### src/rtl/color_det_pkg.sv
// Shared types and defaults for the RGB565 video stream used by the colour-detection path.
package color_det_pkg;

  typedef enum logic [1:0] {
    IDLE  = 2'd0,
    RUN   = 2'd1,
    DRAIN = 2'd2
  } tx_state_e;

  localparam int DEF_TX_DATA_BITWIDTH = 16;
  localparam int DEF_H_ACTIVE         = 1024;
  localparam int DEF_H_FP             = 24;
  localparam int DEF_H_SYNC           = 136;
  localparam int DEF_H_BP             = 160;
  localparam int DEF_V_ACTIVE         = 768;
  localparam int DEF_V_FP             = 3;
  localparam int DEF_V_SYNC           = 6;
  localparam int DEF_V_BP             = 29;

  typedef struct packed {
    logic [4:0] r;
    logic [5:0] g;
    logic [4:0] b;
  } rgb565_t;

  // Same field split the receive side uses on incoming pixels.
  function automatic rgb565_t rgb565_split(input logic [15:0] px);
    return rgb565_t'(px);
  endfunction

endpackage

### src/rtl/rgb565_stream_tx_if.sv
// Producer handshake plus the outgoing RGB565 raster stream of the transmitter.
interface rgb565_stream_tx_if #(
  parameter int TX_DATA_BITWIDTH = 16
);
  logic                        enable_i;
  logic [TX_DATA_BITWIDTH-1:0] pix_data_i;
  logic                        pix_valid_i;
  logic                        pix_ready_o;
  logic [TX_DATA_BITWIDTH-1:0] rgb_o;
  logic                        hsync_o;
  logic                        vsync_o;
  logic                        de_o;
  logic                        frame_done_o;
  logic                        underflow_o;

  modport master (
    input  enable_i, pix_data_i, pix_valid_i,
    output pix_ready_o, rgb_o, hsync_o, vsync_o, de_o, frame_done_o, underflow_o
  );

  modport slave (
    output enable_i, pix_data_i, pix_valid_i,
    input  pix_ready_o, rgb_o, hsync_o, vsync_o, de_o, frame_done_o, underflow_o
  );
endinterface

### src/rtl/video_timing_cnt.sv
// Raster h/v position counters with combinational region decode of the current position.
module video_timing_cnt #(
  parameter int H_ACTIVE = 1024,
  parameter int H_FP     = 24,
  parameter int H_SYNC   = 136,
  parameter int H_BP     = 160,
  parameter int V_ACTIVE = 768,
  parameter int V_FP     = 3,
  parameter int V_SYNC   = 6,
  parameter int V_BP     = 29
) (
  input  logic clk,
  input  logic rst,
  input  logic run,
  input  logic clear,
  output logic active,
  output logic hsync,
  output logic vsync,
  output logic last
);

  localparam int H_TOTAL = H_ACTIVE + H_FP + H_SYNC + H_BP;
  localparam int V_TOTAL = V_ACTIVE + V_FP + V_SYNC + V_BP;
  localparam int HW      = $clog2(H_TOTAL);
  localparam int VW      = $clog2(V_TOTAL);
  localparam logic [HW-1:0] H_MAX = HW'(H_TOTAL - 1);
  localparam logic [VW-1:0] V_MAX = VW'(V_TOTAL - 1);

  logic [HW-1:0] h_cnt;
  logic [VW-1:0] v_cnt;
  logic          h_end;
  logic          v_end;
  logic [31:0]   hc;
  logic [31:0]   vc;

  assign h_end = (h_cnt == H_MAX);
  assign v_end = (v_cnt == V_MAX);

  always_ff @(posedge clk) begin
    if (rst || clear) begin
      h_cnt <= '0;
      v_cnt <= '0;
    end else if (run) begin
      if (h_end) begin
        h_cnt <= '0;
        v_cnt <= v_end ? '0 : v_cnt + 1'b1;
      end else begin
        h_cnt <= h_cnt + 1'b1;
      end
    end
  end

  // Widen before comparing so region bounds equal to the total never overflow the counter width.
  assign hc = 32'(h_cnt);
  assign vc = 32'(v_cnt);

  assign active = run && (hc < H_ACTIVE) && (vc < V_ACTIVE);
  assign hsync  = run && (hc >= H_ACTIVE + H_FP) && (hc < H_ACTIVE + H_FP + H_SYNC);
  assign vsync  = run && (vc >= V_ACTIVE + V_FP) && (vc < V_ACTIVE + V_FP + V_SYNC);
  assign last   = run && h_end && v_end;

endmodule

### src/rtl/rgb565_stream_tx.sv
// RGB565 raster transmitter: pulls pixels over valid/ready and emits registered rgb/hsync/vsync/de.
module rgb565_stream_tx
  import color_det_pkg::*;
#(
  parameter int TX_DATA_BITWIDTH = DEF_TX_DATA_BITWIDTH,
  parameter int H_ACTIVE         = DEF_H_ACTIVE,
  parameter int H_FP             = DEF_H_FP,
  parameter int H_SYNC           = DEF_H_SYNC,
  parameter int H_BP             = DEF_H_BP,
  parameter int V_ACTIVE         = DEF_V_ACTIVE,
  parameter int V_FP             = DEF_V_FP,
  parameter int V_SYNC           = DEF_V_SYNC,
  parameter int V_BP             = DEF_V_BP
) (
  input logic              sys_clk,
  input logic              sys_rst,
  rgb565_stream_tx_if.master bus
);

  tx_state_e state;
  logic      run;
  logic      clear;
  logic      active;
  logic      hsync;
  logic      vsync;
  logic      last;
  logic      xfer;

  assign run   = (state != IDLE);
  assign clear = (state == IDLE);

  video_timing_cnt #(
    .H_ACTIVE (H_ACTIVE),
    .H_FP     (H_FP),
    .H_SYNC   (H_SYNC),
    .H_BP     (H_BP),
    .V_ACTIVE (V_ACTIVE),
    .V_FP     (V_FP),
    .V_SYNC   (V_SYNC),
    .V_BP     (V_BP)
  ) u_timing (
    .clk    (sys_clk),
    .rst    (sys_rst),
    .run    (run),
    .clear  (clear),
    .active (active),
    .hsync  (hsync),
    .vsync  (vsync),
    .last   (last)
  );

  assign bus.pix_ready_o = active;
  assign xfer            = active && bus.pix_valid_i;

  always_ff @(posedge sys_clk) begin
    if (sys_rst) begin
      state            <= IDLE;
      bus.rgb_o        <= '0;
      bus.hsync_o      <= 1'b0;
      bus.vsync_o      <= 1'b0;
      bus.de_o         <= 1'b0;
      bus.frame_done_o <= 1'b0;
      bus.underflow_o  <= 1'b0;
    end else begin
      bus.de_o         <= active;
      bus.rgb_o        <= xfer ? bus.pix_data_i : '0;
      bus.hsync_o      <= hsync;
      bus.vsync_o      <= vsync;
      bus.frame_done_o <= last;
      // A starved active slot still shows de with a black pixel; the flag records it.
      if (active && !bus.pix_valid_i) bus.underflow_o <= 1'b1;
      unique case (state)
        IDLE: begin
          if (bus.enable_i) begin
            state           <= RUN;
            bus.underflow_o <= 1'b0;
          end
        end
        RUN: begin
          if (!bus.enable_i) state <= last ? IDLE : DRAIN;
        end
        DRAIN: begin
          if (bus.enable_i) state <= RUN;
          else if (last)    state <= IDLE;
        end
        default: state <= IDLE;
      endcase
    end
  end

endmodule

### src/flat_wrapper.sv
// flat-port wrapper written by rule: the top's interface ports become plain ports
module rgb565_stream_tx_flat import color_det_pkg::*;
#(
  parameter int TX_DATA_BITWIDTH = DEF_TX_DATA_BITWIDTH,
  parameter int H_ACTIVE         = DEF_H_ACTIVE,
  parameter int H_FP             = DEF_H_FP,
  parameter int H_SYNC           = DEF_H_SYNC,
  parameter int H_BP             = DEF_H_BP,
  parameter int V_ACTIVE         = DEF_V_ACTIVE,
  parameter int V_FP             = DEF_V_FP,
  parameter int V_SYNC           = DEF_V_SYNC,
  parameter int V_BP             = DEF_V_BP
)
  (sys_clk, sys_rst, bus_enable_i, bus_pix_data_i, bus_pix_valid_i, bus_pix_ready_o, bus_rgb_o, bus_hsync_o, bus_vsync_o, bus_de_o, bus_frame_done_o, bus_underflow_o);
  rgb565_stream_tx_if #(.TX_DATA_BITWIDTH(TX_DATA_BITWIDTH)) bus_i ();
  input logic sys_clk;
  input logic sys_rst;
  input wire logic [$bits(bus_i.enable_i)-1:0] bus_enable_i;
  input wire logic [$bits(bus_i.pix_data_i)-1:0] bus_pix_data_i;
  input wire logic [$bits(bus_i.pix_valid_i)-1:0] bus_pix_valid_i;
  output wire logic [$bits(bus_i.pix_ready_o)-1:0] bus_pix_ready_o;
  output wire logic [$bits(bus_i.rgb_o)-1:0] bus_rgb_o;
  output wire logic [$bits(bus_i.hsync_o)-1:0] bus_hsync_o;
  output wire logic [$bits(bus_i.vsync_o)-1:0] bus_vsync_o;
  output wire logic [$bits(bus_i.de_o)-1:0] bus_de_o;
  output wire logic [$bits(bus_i.frame_done_o)-1:0] bus_frame_done_o;
  output wire logic [$bits(bus_i.underflow_o)-1:0] bus_underflow_o;
  assign bus_i.enable_i = bus_enable_i;
  assign bus_i.pix_data_i = bus_pix_data_i;
  assign bus_i.pix_valid_i = bus_pix_valid_i;
  assign bus_pix_ready_o = bus_i.pix_ready_o;
  assign bus_rgb_o = bus_i.rgb_o;
  assign bus_hsync_o = bus_i.hsync_o;
  assign bus_vsync_o = bus_i.vsync_o;
  assign bus_de_o = bus_i.de_o;
  assign bus_frame_done_o = bus_i.frame_done_o;
  assign bus_underflow_o = bus_i.underflow_o;
  rgb565_stream_tx #(.TX_DATA_BITWIDTH(TX_DATA_BITWIDTH), .H_ACTIVE(H_ACTIVE), .H_FP(H_FP), .H_SYNC(H_SYNC), .H_BP(H_BP), .V_ACTIVE(V_ACTIVE), .V_FP(V_FP), .V_SYNC(V_SYNC), .V_BP(V_BP)) u_core (.sys_clk(sys_clk), .sys_rst(sys_rst), .bus(bus_i));
endmodule
### config.mk
export PLATFORM = sky130hd
export DESIGN_NAME = rgb565_stream_tx_flat
export DESIGN_NICKNAME = d
export VERILOG_FILES = /design/src/rtl/color_det_pkg.sv /design/src/rtl/rgb565_stream_tx_if.sv /design/src/rtl/video_timing_cnt.sv /design/src/rtl/rgb565_stream_tx.sv /design/src/flat_wrapper.sv
export SDC_FILE = /design/constraint.sdc
export NUM_CORES = 1
export LEC_CHECK = 0
export BUFFER_PORTS_ARGS = -buffer_cell sky130_fd_sc_hd__buf_2
export CAP_MARGIN = 10
export CORE_MARGIN = 4
export CORE_UTILIZATION = 36
export CTS_CLUSTER_SIZE = 20
export DETAILED_ROUTE_END_ITERATION = 8
export PLACE_DENSITY = 0.68
export SLEW_MARGIN = 20
export SYNTH_ARGS = -nofsm -noshare
export SYNTH_HDL_FRONTEND = slang
export SYNTH_SLANG_ARGS = --single-unit
### constraint.sdc
create_clock -name sys_clk -period 4.2 [get_ports sys_clk]
set_input_delay 0.21 -clock sys_clk [delete_from_list [all_inputs] [get_ports sys_clk]]
set_output_delay 0.21 -clock sys_clk [all_outputs]
set_load 0.02 [all_outputs]
==> metrics.md <==
| Metric | Value |
|---|---|
| Status | complete, no violations |
| Pins over their slew limit | 0 |
| Fraction of layout instances using a drive strength above 1 | 24.4% |
| Via count | between 1000 and 1500 |
| Post-DRT Antenna Nets | 0 |
| Global-route wire length before repair | 5.87 mm |
| Sequential Area | 881 µm² |
| CP Max Fanout | 6 |
| Register-to-register setup slack | roughly 2.2 ns |
| Synth async-reset ratio | 0% |
| Largest net degree at the start of global routing | 17 |
| Syn Inst Count | approximately 180 |
| Sequential element share of the synthesized area | approximately 50% |
| Diodes inserted | 0 |
| HPWL Detailed | roughly 2.6 mm |
| Final instance area | around 0.0021 mm² |
| Worst min-delay path category | input pin to flop |
| RSZ-0062 raised after global routing | false |
| Slew headroom | around 46% |
| Antenna violations before repair | 0 |
| CTS buffer count | 5 |
| H-tree levels | 2 |
| Period utilization | 47.2% |
| Row count | 25 |
| Die Width | between 70 and 80 µm |
| Starting Density | 37.3% |
| Clk_lat worst skew | 0.29 ns |
| DIE HEIGHT | 77.9 µm |
| Nets | ~250 |
| CTS Root Cell | clkbuf_8 |
| Dpl cell area | about 0.002 mm² |
| Core Region | roughly 0.0047 mm² |
| Clock transition at path regs | 0.08 ns |
| Drt via density | 4.75 |
| Prevailing post-synth register cell | dfxtp_1 |
| CTS Buffer Depth | 2 |
| Clock share of power | 42.1% |
| Setup crit start kind | flop |
| Gate power share | 4.4% |
| DRT iter0 DRCs | 63 |
| Hold Fails Final Rpt | 0 |
| Tmin final | 1.98 ns |
| WL final | 3.55 mm |
| Number of synthesized flops with an enable pin | 0 |
| Synth Warn # | 0 |
| Layout area overhead | 21.5% |
| GPL Wtd Cong | around 0.8 |
| Port bufs | 41 |
| Net Count, Synth | approximately 210 |
| Crit end category | flop |
| Synth cell types | 36 |
| Sum Neg Setup Slack | 0 ns |
| CP Class | flop to flop |
| Setup-failing EPs final | 0 |
| Pwr per Cell Area | 371 mW/mm² |
| I/O pin cnt | 42 |
| MaxCap Viol Count | 0 |
| Area occupied by multi-input gates | 826 µm² |
| Worst slew pin tran | 0.800 ns |
| Sw frac | 20.5% |
| Fillers | between 400 and 500 |
| CP Data Arrival Time | between 2 and 2.5 ns |
| Mapped cell area | 0.00176 mm² |
| Required @ worst endpoint | 4.43 ns |
| Hold buffer count at CTS | 0 |
| CTS tree | built |
| GRT Total Usage | about an eighth |
| Worst vdd ir | 128 µV |
| Vias in the first global route | 1298 |
| Wire per inst | 12.2 µm |
| Syn Area/Cell | 9.67 µm² |
| Drt first pass iters | 6 |
| Post-CTS Setup Bufs | 0 |
| Drt drc | 0 |
| Tot Pwr | around 790 µW |
| Synth Register Bits | 44 |
| P_int | 632 µW |
| Fmax | 504 MHz |
| Post-cts resize count | 0 |
| Global route overflow | 0 |
| Flop pwr share | 53.5% |
| Die area | approximately 0.0061 mm² |
| # clock sinks | 44 |
| Worst Skew | 0.00779 ns |
| Leakage power | a little over 0.0008 µW |
| Net switching power | roughly 160 µW |
==> cells in the final DEF (no fill, tap or decap), types with 6 or more instances in the layout <==
cell      netlist  routed
nor2_1         17      17
nand4_1         7       7
a21oi_1         8       8
inv_1           6       6
buf_2           1      41
nand2_1         8       8
o21ai_0         7       7
dfxtp_1        44      44
clkbuf_8        0       6
or3_1           6       6
xnor2_1         8       8
and2_1         16      16
nand3_1         8       8
==> worst max-delay path, stage by stage (launching register included) <==
cell and delay (ns):
dfxtp_1 0.37, ha_1 0.27, o211ai_1 0.21, or4_4 0.56, or3_1 0.37, a21oi_1 0.13
==> stage by stage <==
| stage | worst slack, ns | instances | hold WS, ns | util [%] |
|---|---|---|---|---|
| 2_1_floorplan | 2.39 | 182 | 0.282 | - |
| 3_3_place_gp | 2.29 | 284 | 0.410 | 42.7 |
| 3_5_place_dp | 2.24 | 284 | 0.413 | 42.7 |
| 4_1_cts | 2.21 | 292 | 0.104 | 45.3 |
| 5_1_grt | 2.07 | 292 | 0.0930 | 45.3 |
| 6_report | 2.22 | 292 | 0.105 | 45.3 |
==> worst paths after layout <==
path | to | cells after the start | from
worst min-delay path | u_core.state[1] | 2 | bus_enable_i
worst min register to register | u_core.u_timing.h_cnt[0] | 1 | u_core.u_timing.h_cnt[0]
worst max-delay path | u_core.u_timing.v_cnt[9] | 5 | u_core.u_timing.h_cnt[0]
worst max register to register | u_core.u_timing.v_cnt[9] | 5 | u_core.u_timing.h_cnt[0]
==> power groups by stage <==
| stage | combinational [µW] | sequential (µW) | clock [µW] |
|---|---|---|---|
| floorplan | 12.8 | 440 | 0 |
| global placement | 35.2 | 435 | 0 |
| detailed placement | 35.3 | 435 | 0 |
| CTS | 35.4 | 425 | 343 |
| global route | 38.7 | 426 | 366 |
| finish | 34.9 | 425 | 335 |
==> cell usage after synthesis (6+ instances only) <==
library cell	n	share of area (%)
nand4_1	7	2.5
inv_1	6	1.3
dfxtp_1	44	50
nand2_1	8	1.7
nor2_1	17	3.6
a21oi_1	8	2.3
o21ai_0	7	2.0
or3_1	6	2.1
nand3_1	8	2.3
xnor2_1	8	4.0
and2_1	16	5.7
==> per-layer routing <==
| layer | up-vias | track usage (%) | part of all wire [%] |
|---|---|---|---|
| met2 | 36 | 19.9 | 47 |
| met5 | - | 0 | 0 |
| met1 | 625 | 14.1 | 45 |
| li1 | 720 | - | - |
| met4 | 0 | 6.64 | 2.1 |
| met3 | 5 | 4.41 | 5.9 |
==> state kept, by name, indices dropped and copies added, names as in the netlist <==
name	cells
u_core.bus.hsync_o	1
u_core.bus.underflow_o	1
u_core.bus.rgb_o	16
u_core.bus.de_o	1
u_core.u_timing.v_cnt	10
u_core.bus.vsync_o	1
u_core.state	2
u_core.bus.frame_done_o	1
u_core.u_timing.h_cnt	11
==> final cells by class <==
class / instances / area share, %
Timing Repair Buffer: 41 / 9.59
Tap cell: 67 / 3.92
Multi-Input combinational cell: 126 / 38.6
Clock buffer: 6 / 3.86
Sequential cell: 44 / 41.2
Clock inverter: 2 / 1.81
Inverter: 6 / 1.05
==> cells by family (layout without fill, tap and decap cells) <==
kind of cell,Yosys count,after routing,share of synthesized area (%)
XOR/XNOR,12,12,5.97
AND/OR/NAND/NOR,85,85,28.8
buffers and inverters,12,55,3.06
flip-flops,44,44,50.0
AO/OA/AOI/OAI,23,23,8.03
adder cells (fa/ha/maj),5,5,3.55
multiplexers,1,1,0.569
Power figures use the tool's default switching activity.
